$ cat src/rtl/johnson_seq_pkg.sv
// johnson_seq_pkg: shared FSM state encoding and direction constants
package johnson_seq_pkg;
    typedef enum logic [1:0] {
        ST_IDLE = 2'd0,
        ST_RUN  = 2'd1,
        ST_HOLD = 2'd2,
        ST_DONE = 2'd3
    } state_t;
    localparam logic DIR_UP = 1'b0;
    localparam logic DIR_DN = 1'b1;
endpackage

$ cat src/rtl/johnson_core.sv
// johnson_core: N-stage Johnson register with enable, direction and synchronous clear
module johnson_core
    import johnson_seq_pkg::*;
#(
    parameter int N = 4
) (
    input  logic         i_clk,
    input  logic         i_clr,
    input  logic         i_en,
    input  logic         i_dir,
    input  logic         i_sclr,
    output logic [N-1:0] o_q
);
    logic [N-1:0] r_q;
    logic [N-1:0] w_q_next;

    always_comb w_q_next = (i_dir == DIR_DN) ? {~r_q[0], r_q[N-1:1]} : {r_q[N-2:0], ~r_q[N-1]};

    always_ff @(posedge i_clk) begin
        if (!i_clr || i_sclr)
            r_q <= '0;
        else if (i_en)
            r_q <= w_q_next;
    end

    assign o_q = r_q;
endmodule

$ cat src/rtl/johnson_seq_ctrl.sv
// johnson_seq_ctrl: runs a Johnson counter for a programmed number of revolutions
// with pause/abort, completion pulse and phase decode.
module johnson_seq_ctrl
    import johnson_seq_pkg::*;
#(
    parameter int N       = 4,
    parameter int LOOPS_W = 8,
    localparam int IW     = $clog2(2 * N)
) (
    input  logic               i_clk,
    input  logic               i_clr,
    input  logic               i_start,
    input  logic [LOOPS_W-1:0] i_loops,
    input  logic               i_dir,
    input  logic               i_pause,
    input  logic               i_stop,
    output logic               o_busy,
    output logic               o_done,
    output logic [N-1:0]       o_q,
    output logic [IW-1:0]      o_phase_idx,
    output logic [2*N-1:0]     o_phase,
    output logic [LOOPS_W-1:0] o_rev_cnt
);
    localparam logic [N-1:0] Q_UP_LAST = {1'b1, {(N-1){1'b0}}};
    localparam logic [N-1:0] Q_DN_LAST = {{(N-1){1'b0}}, 1'b1};

    state_t             r_state, w_state_next;
    logic [LOOPS_W-1:0] r_loops, r_rev_cnt, w_rev_inc;
    logic               r_dir;
    logic               w_accept, w_adv, w_wrap, w_sclr;
    logic [N-1:0]       w_q;
    int                 w_pop;

    assign w_accept  = (r_state == ST_IDLE) && i_start;
    assign w_adv     = (r_state == ST_RUN) && !i_stop && !i_pause;
    // The state just before all-zeros is the only one whose advance wraps
    assign w_wrap    = w_adv && (w_q == ((r_dir == DIR_DN) ? Q_DN_LAST : Q_UP_LAST));
    assign w_rev_inc = r_rev_cnt + LOOPS_W'(1);
    assign w_sclr    = i_stop && ((r_state == ST_RUN) || (r_state == ST_HOLD));

    johnson_core #(.N(N)) u_core (
        .i_clk  (i_clk),
        .i_clr  (i_clr),
        .i_en   (w_adv),
        .i_dir  (r_dir),
        .i_sclr (w_sclr),
        .o_q    (w_q)
    );

    always_comb begin
        w_state_next = r_state;
        case (r_state)
            ST_IDLE: w_state_next = i_start ? ST_RUN : ST_IDLE;
            ST_RUN:  w_state_next = i_stop ? ST_IDLE : i_pause ? ST_HOLD :
                                    (w_wrap && r_loops != '0 && w_rev_inc == r_loops) ? ST_DONE : ST_RUN;
            ST_HOLD: w_state_next = i_stop ? ST_IDLE : i_pause ? ST_HOLD : ST_RUN;
            default: w_state_next = ST_IDLE;
        endcase
    end

    always_ff @(posedge i_clk) begin
        if (!i_clr) begin
            r_state   <= ST_IDLE;
            r_loops   <= '0;
            r_dir     <= DIR_UP;
            r_rev_cnt <= '0;
        end else begin
            r_state   <= w_state_next;
            r_rev_cnt <= w_accept ? '0 : w_wrap ? w_rev_inc : r_rev_cnt;
            if (w_accept) begin
                r_loops <= i_loops;
                r_dir   <= i_dir;
            end
        end
    end

    always_comb begin
        w_pop = 0;
        for (int i = 0; i < N; i++)
            w_pop = w_pop + int'(w_q[i]);
    end

    assign o_phase_idx = IW'(w_q[N-1] ? 2 * N - w_pop : w_pop);
    assign o_phase     = (2 * N)'(1) << o_phase_idx;
    assign o_q         = w_q;
    assign o_busy      = (r_state == ST_RUN) || (r_state == ST_HOLD);
    assign o_done      = (r_state == ST_DONE);
    assign o_rev_cnt   = r_rev_cnt;
endmodule

$ cat config.mk
export PLATFORM = sky130hd
export DESIGN_NAME = johnson_seq_ctrl
export DESIGN_NICKNAME = d
export VERILOG_FILES = /design/src/rtl/johnson_seq_pkg.sv /design/src/rtl/johnson_core.sv /design/src/rtl/johnson_seq_ctrl.sv
export SDC_FILE = /design/constraint.sdc
export NUM_CORES = 1
export LEC_CHECK = 0
export CAP_MARGIN = 20
export CORE_UTILIZATION = 51
export CTS_BUF_LIST = sky130_fd_sc_hd__clkbuf_4
export DETAILED_ROUTE_END_ITERATION = 6
export PLACE_DENSITY = 0.84
export SLEW_MARGIN = 5
export SYNTH_ARGS = -nofsm -noshare
export SYNTH_HDL_FRONTEND = slang
export SYNTH_SLANG_ARGS = --single-unit
$ cat constraint.sdc
create_clock -name i_clk -period 6 [get_ports i_clk]
set_clock_uncertainty 0.2 [all_clocks]
set_input_delay 0.9 -clock i_clk [delete_from_list [all_inputs] [get_ports i_clk]]
set_output_delay 0.9 -clock i_clk [all_outputs]
set_load 0.01 [all_outputs]
* Word level (Yosys, flattened, before mapping)
Index checks and enable logic that the tools add are counted.
Word-level totals: flip-flop bits (word level) 23, bits of input ports 14, output and inout bits 25, word-level logic and storage cells 44
Cells by class: $add $sub $neg 5, equal/unequal tests 5, shifts and indexed selects 1, multiplexer cells 10, bitwise logic cells 3, reduce and logical (&&, ||, !) cells 15
Operator list (count):
- two-way mux 2 bit | 5
- adder 8 x 1 -> 8 bit, second input constant | 1
- equality test 8 bit | 1
- two-way mux 4 bit | 2
- nonzero test 8 bit | 1
- left shift 1 x 3 -> 8 bit, first input constant | 1
- logical AND 1 bit | 7
- case mux 2 bit (3 select lines) | 1
- equality test 2 bit, second input constant | 2
- equality test 4 bit | 1
- adder 2 x 1 -> 3 bit | 1
- adder 3 x 1 -> 3 bit | 1
- zero test 1 bit | 3
- two-way mux 3 bit | 1
- inverter 1 bit | 3
- subtractor 1 x 3 -> 3 bit, first input constant | 1
- adder 1 x 1 -> 2 bit | 1
- equality test 2 x 1 -> 1 bit, second input constant | 1
- zero test 2 bit | 1
- logical OR 1 bit | 2
- OR reduction 2 bit | 1
- two-way mux 1 bit | 1

* Depth between registers and ports, before layout
depth in word-level cells 10, gate-level depth with buffers 10, gate-level depth less buffers 10

* By module
From an unflattened synthesis, not the netlist that was laid out.
Second synthesis, totals: cells, all modules 173, area, all modules 1436.4 um^2
By module, submodules not included:
- johnson_seq_ctrl | times used 1, cells each 152, area each 1242.4 um^2, seq. area each 380.4 um^2
- johnson_core | times used 1, cells each 21, area each 193.9 um^2, seq. area each 80.1 um^2

* Worst setup path before layout
Ideal clock, no wire load.
path type register to output, from register u_core.r_q[3], in the netlist u_core.o_q[3], to output o_phase[0], data arrival time 2.487 ns, required time 4.900 ns, path slack 2.413 ns, cell stages (with the launch flop) 9, path buffers 0, path through dfxtp_1 fa_1 ha_1 inv_1 ha_1 nand2b_1 xor2_1 inv_2 nor3_1
Between the ends: cells in the longest elaborated chain, start to end 4
Ends and longest elaborated chain:
- from (decl) | line johnson_core.sv:14 | logic [N-1:0] r_q;
- from (signal assigned) | line johnson_core.sv:23 | r_q <= w_q_next;
- adder 3 x 1 -> 3 bit | line johnson_seq_ctrl.sv:80 | w_pop = w_pop + int'(w_q[i]);
- subtractor 1 x 3 -> 3 bit | line johnson_seq_ctrl.sv:83 | assign o_phase_idx = IW'(w_q[N-1] ? 2 * N - w_pop : w_pop);
- two-way mux 3 bit * | line johnson_seq_ctrl.sv:83
- via o_phase_idx[0] | line johnson_seq_ctrl.sv:20 | output logic [IW-1:0] o_phase_idx,
- left shift 1 x 3 -> 8 bit * | line johnson_seq_ctrl.sv:84 | assign o_phase = (2 * N)'(1) << o_phase_idx;
- to (decl) | line johnson_seq_ctrl.sv:21 | output logic [2*N-1:0] o_phase,
Mark *: on every way through the listed nets, which the timed path passes. The rest lies on a longest branch.

* Worst setup path after layout
from register u_core.r_q[3], in the netlist u_core.o_q[3], to output o_phase[0]
Between the ends: cells in the longest elaborated chain, start to end 4
Ends and longest elaborated chain (line):
- adder 3 x 1 -> 3 bit | johnson_seq_ctrl.sv:80
- subtractor 1 x 3 -> 3 bit | johnson_seq_ctrl.sv:83
- two-way mux 3 bit * | johnson_seq_ctrl.sv:83
- left shift 1 x 3 -> 8 bit * | johnson_seq_ctrl.sv:84
Mark *: on every way between the ends. The rest lies on a longest branch, timed or not.

==> metrics.yaml <==
status:
  status: "finished clean"
route:
  drt-vias-per-instance: 5.508
  top_layer_used: "met4"
  wl_met3_um: 118
  first_iter_violations: 15
  firstDrtPassIters: 4
  drcViolationCount: 0
  wl_met2_mm: 1.567
  postRouteAntennaNets: 0
  drt-met1-wl_mm: 1.431
  finalWirelength_mm: 3.168
  wl_per_cell_um: 12.98
  vias: 1344
synth:
  syn-cell-area_um2: 1441
  netlist_instances: 180
  synth-adder-area-share_pct: 8.333
  synth_top_area_share_pct: 31.94
  ys_async_sr_fraction_pct: 0
  synthSimpleGateAreaFrac_pct: 27.00
  synth_nets: 203
  synth_flop_cell: "dfxtp_1"
  synth_edf_count: 0
  synth_compound_area_share_pct: 14.32
  syn_avg_cell_area_um2: 8.008
  synth_cell_types: 38
  synth_xor_area_share_pct: 10.94
  synth_common_cells: "nand2_1 (30), dfxtp_1 (23), nor2_1 (19)"
  yosysMostFrequentCell: "nand2_1"
  synth_top_family_by_area: "simple AND/OR/NAND/NOR gates"
  muxShareOfSynthArea_pct: 2.778
  ys_seq_area_share_pct: 31.94
  ys_seq_elements: 23
  synth.largest_area_cell: "dfxtp_1"
  yosys-top-cells-area: "dfxtp_1 (32%), nand2_1 (7.8%), ha_1 (6.9%), xor2_1 (6.7%), nor2_1 (4.9%)"
  ys_warn_count: 0
final_layout:
  finalInstanceArea_um2: 1856
  drive_gt1_share_pct: 3.271
  multi_input_comb_area_um2: 913.4
  n_antenna_cell: 0
  fin_cells: 244
  seq_area_um2: 460.4
  synthToLayoutAreaGrowth_pct: 28.73
  nFillCells: 230
  utilization_pct: 72.27
  nets: 238
pwr:
  cellLeakagePower_nw: 0.6958
  ir_worst_vdd_mv: 0.1308
  power.total_mw: 0.3003
  p_per_area_nw_per_um2: 161.8
worst_hold_path:
  min_to: "r_loops[7]"
  hold_path.class: "reg -> reg"
  min-delay-start: "r_loops[7]"
  hold_depth: 2
setup_path:
  worstPathCellList: "fa_1, ha_1, ha_1, inv_1, ha_1, nand2b_1, xor2_1, inv_2, nor3_1, clkdlybuf4s50_1"
  path_buf_inv: 3
  crit_arrival_ps: 3410
  r2r_slack_ps: 3820
  crit_path_max_incr_delay_ps: 580
  critPathTopFamily: "adder cells"
  critical_path.slowest_cell: "clkdlybuf4s50_1"
  crit_fanout: 10
  crit-reg2reg-capture: "r_state[1]"
  reg2reg_from: "o_rev_cnt[0]"
  cp-start-kind: "register"
  rr_worst_depth: 5
  critPathCaptureType: "output port"
  path_common_cell: "ha_1"
  crit_type: "reg -> out"
  required_ps: 4900
placed_design:
  portBuffers: 38
  dpl-instance-area_um2: 1826
  place_congestion: 0.8419
  dpl.cell_count: 240
  hpwl_mm: 2.495
  pre_cts_ws_ps: 1820
sta:
  worstMarginPinSlew_ps: 400.6
  whs_ps: 313.5
  tns_ps: 0
  rsz0062_at_grt: "false"
  fin_crit_ps: 4513
  timing.fmax_ghz: 0.2216
  setup_viol: 0
  fin_ws_ps: 1487
  min_period_over_period_pct: 75.22
  maxSlewHeadroom_pct: 73.20
  finalMaxSlewViolations: 0
  finalHoldViolCount: 0
cts:
  path_clk_slew_ps: 130
  h-tree-depth: 1
  clockBufferDepth: 2
  clk_latency_ps: 320
  hold_buffers: 0
  cts_sinks: 23
  cts_setup_buffers: 0
  cts-root-buf: "clkbuf_4"
  cts-resized-gates: 0
  numCtsBuffers: 3
  tritoncts: "built"
floorplanning:
  die_area_um2: 3043
  rows: 18
  die_h_um: 55.16
  boundaryPins: 39
  core_area_um2: 2567
  die_w_um: 55.16
  start_util_pct: 56.14
global_route:
  grt_pass1_wl_mm: 4.926
  antenna_found_initial: 0
  grt-ovfl-total: 0
  grt_max_degree: 13
  grt_pass1_vias: 1131
  gr-usage-all-layers_pct: 23.01
run:
  cap_viol_max_count: 0
==> how the worst max path moves through the flow <==
stage,startpoint,endpoint,cells past startpoint
floorplan,u_core.o_q[3],o_phase[0],8
global placement,u_core.o_q[3],o_phase[2],10
detailed placement,u_core.o_q[3],o_phase[0],10
CTS,u_core.o_q[3],o_phase[0],10
global route,u_core.o_q[3],o_phase[0],10
finish,u_core.o_q[3],o_phase[0],10
==> per-layer routing <==
metal	vias up	global-route usage (%)
met1	617	28.31
li1	687	-
met5	-	0
met3	6	4.098
met4	0	8.750
met2	34	39.56
==> registers in the layout, summed over array words and instances (netlist names) <==
| name | cells |
|---|---|
| u_core.o_q | 4 |
| o_rev_cnt | 8 |
| r_state | 2 |
| r_dir | 1 |
| r_loops | 8 |
==> placed cells by master (no fill, tap or decap), drive strengths merged, types with 2 or more instances in the layout <==
cell / instances
nor3: 8
nor4: 2
nor2: 19
nand3: 3
ha: 8
a211oi: 5
mux2i: 4
nand4: 6
nor3b: 2
dfxtp: 23
nand2b: 2
a21boi: 9
clkbuf: 4
o21ai: 4
nand2: 30
clkdlybuf4s50: 38
xnor2: 7
a21oi: 4
and3b: 2
o21a: 2
inv: 9
xor2: 11
==> area by class of cell <==
cell class                 count  area share, %
timing repair buffer          38          20.50
multi-input combinational    140          49.22
tap                           30          2.023
clock buffer                   4          1.618
sequential                    23          24.81
inverter                       9          1.821
==> where the power goes <==
part | leakage [nW] | total, mW | internal, mW | switching [mW]
logic | 0.490 | 0.0554 | 0.0295 | 0.0258
clock network | 0.0184 | 0.0795 | 0.0306 | 0.0490
registers | 0.187 | 0.165 | 0.158 | 0.00737
==> kinds of logic after synthesis <==
logic type               count (synthesis)
AO/OA/AOI/OAI                           30
XOR/XNOR                                18
adder cells (fa/ha/maj)                  9
buffers and inverters                   17
flip-flops                              23
multiplexers                             4
AND/OR/NAND/NOR                         79
==> tightest hold or removal path, delay by kind of cell, from the launching register on <==
kind               cells  cell delay, ps
AOI/OAI and AO/OA      1              60
and+or+nand+nor        1              60
DFF                    1             360
Power figures use the tool's default switching activity.
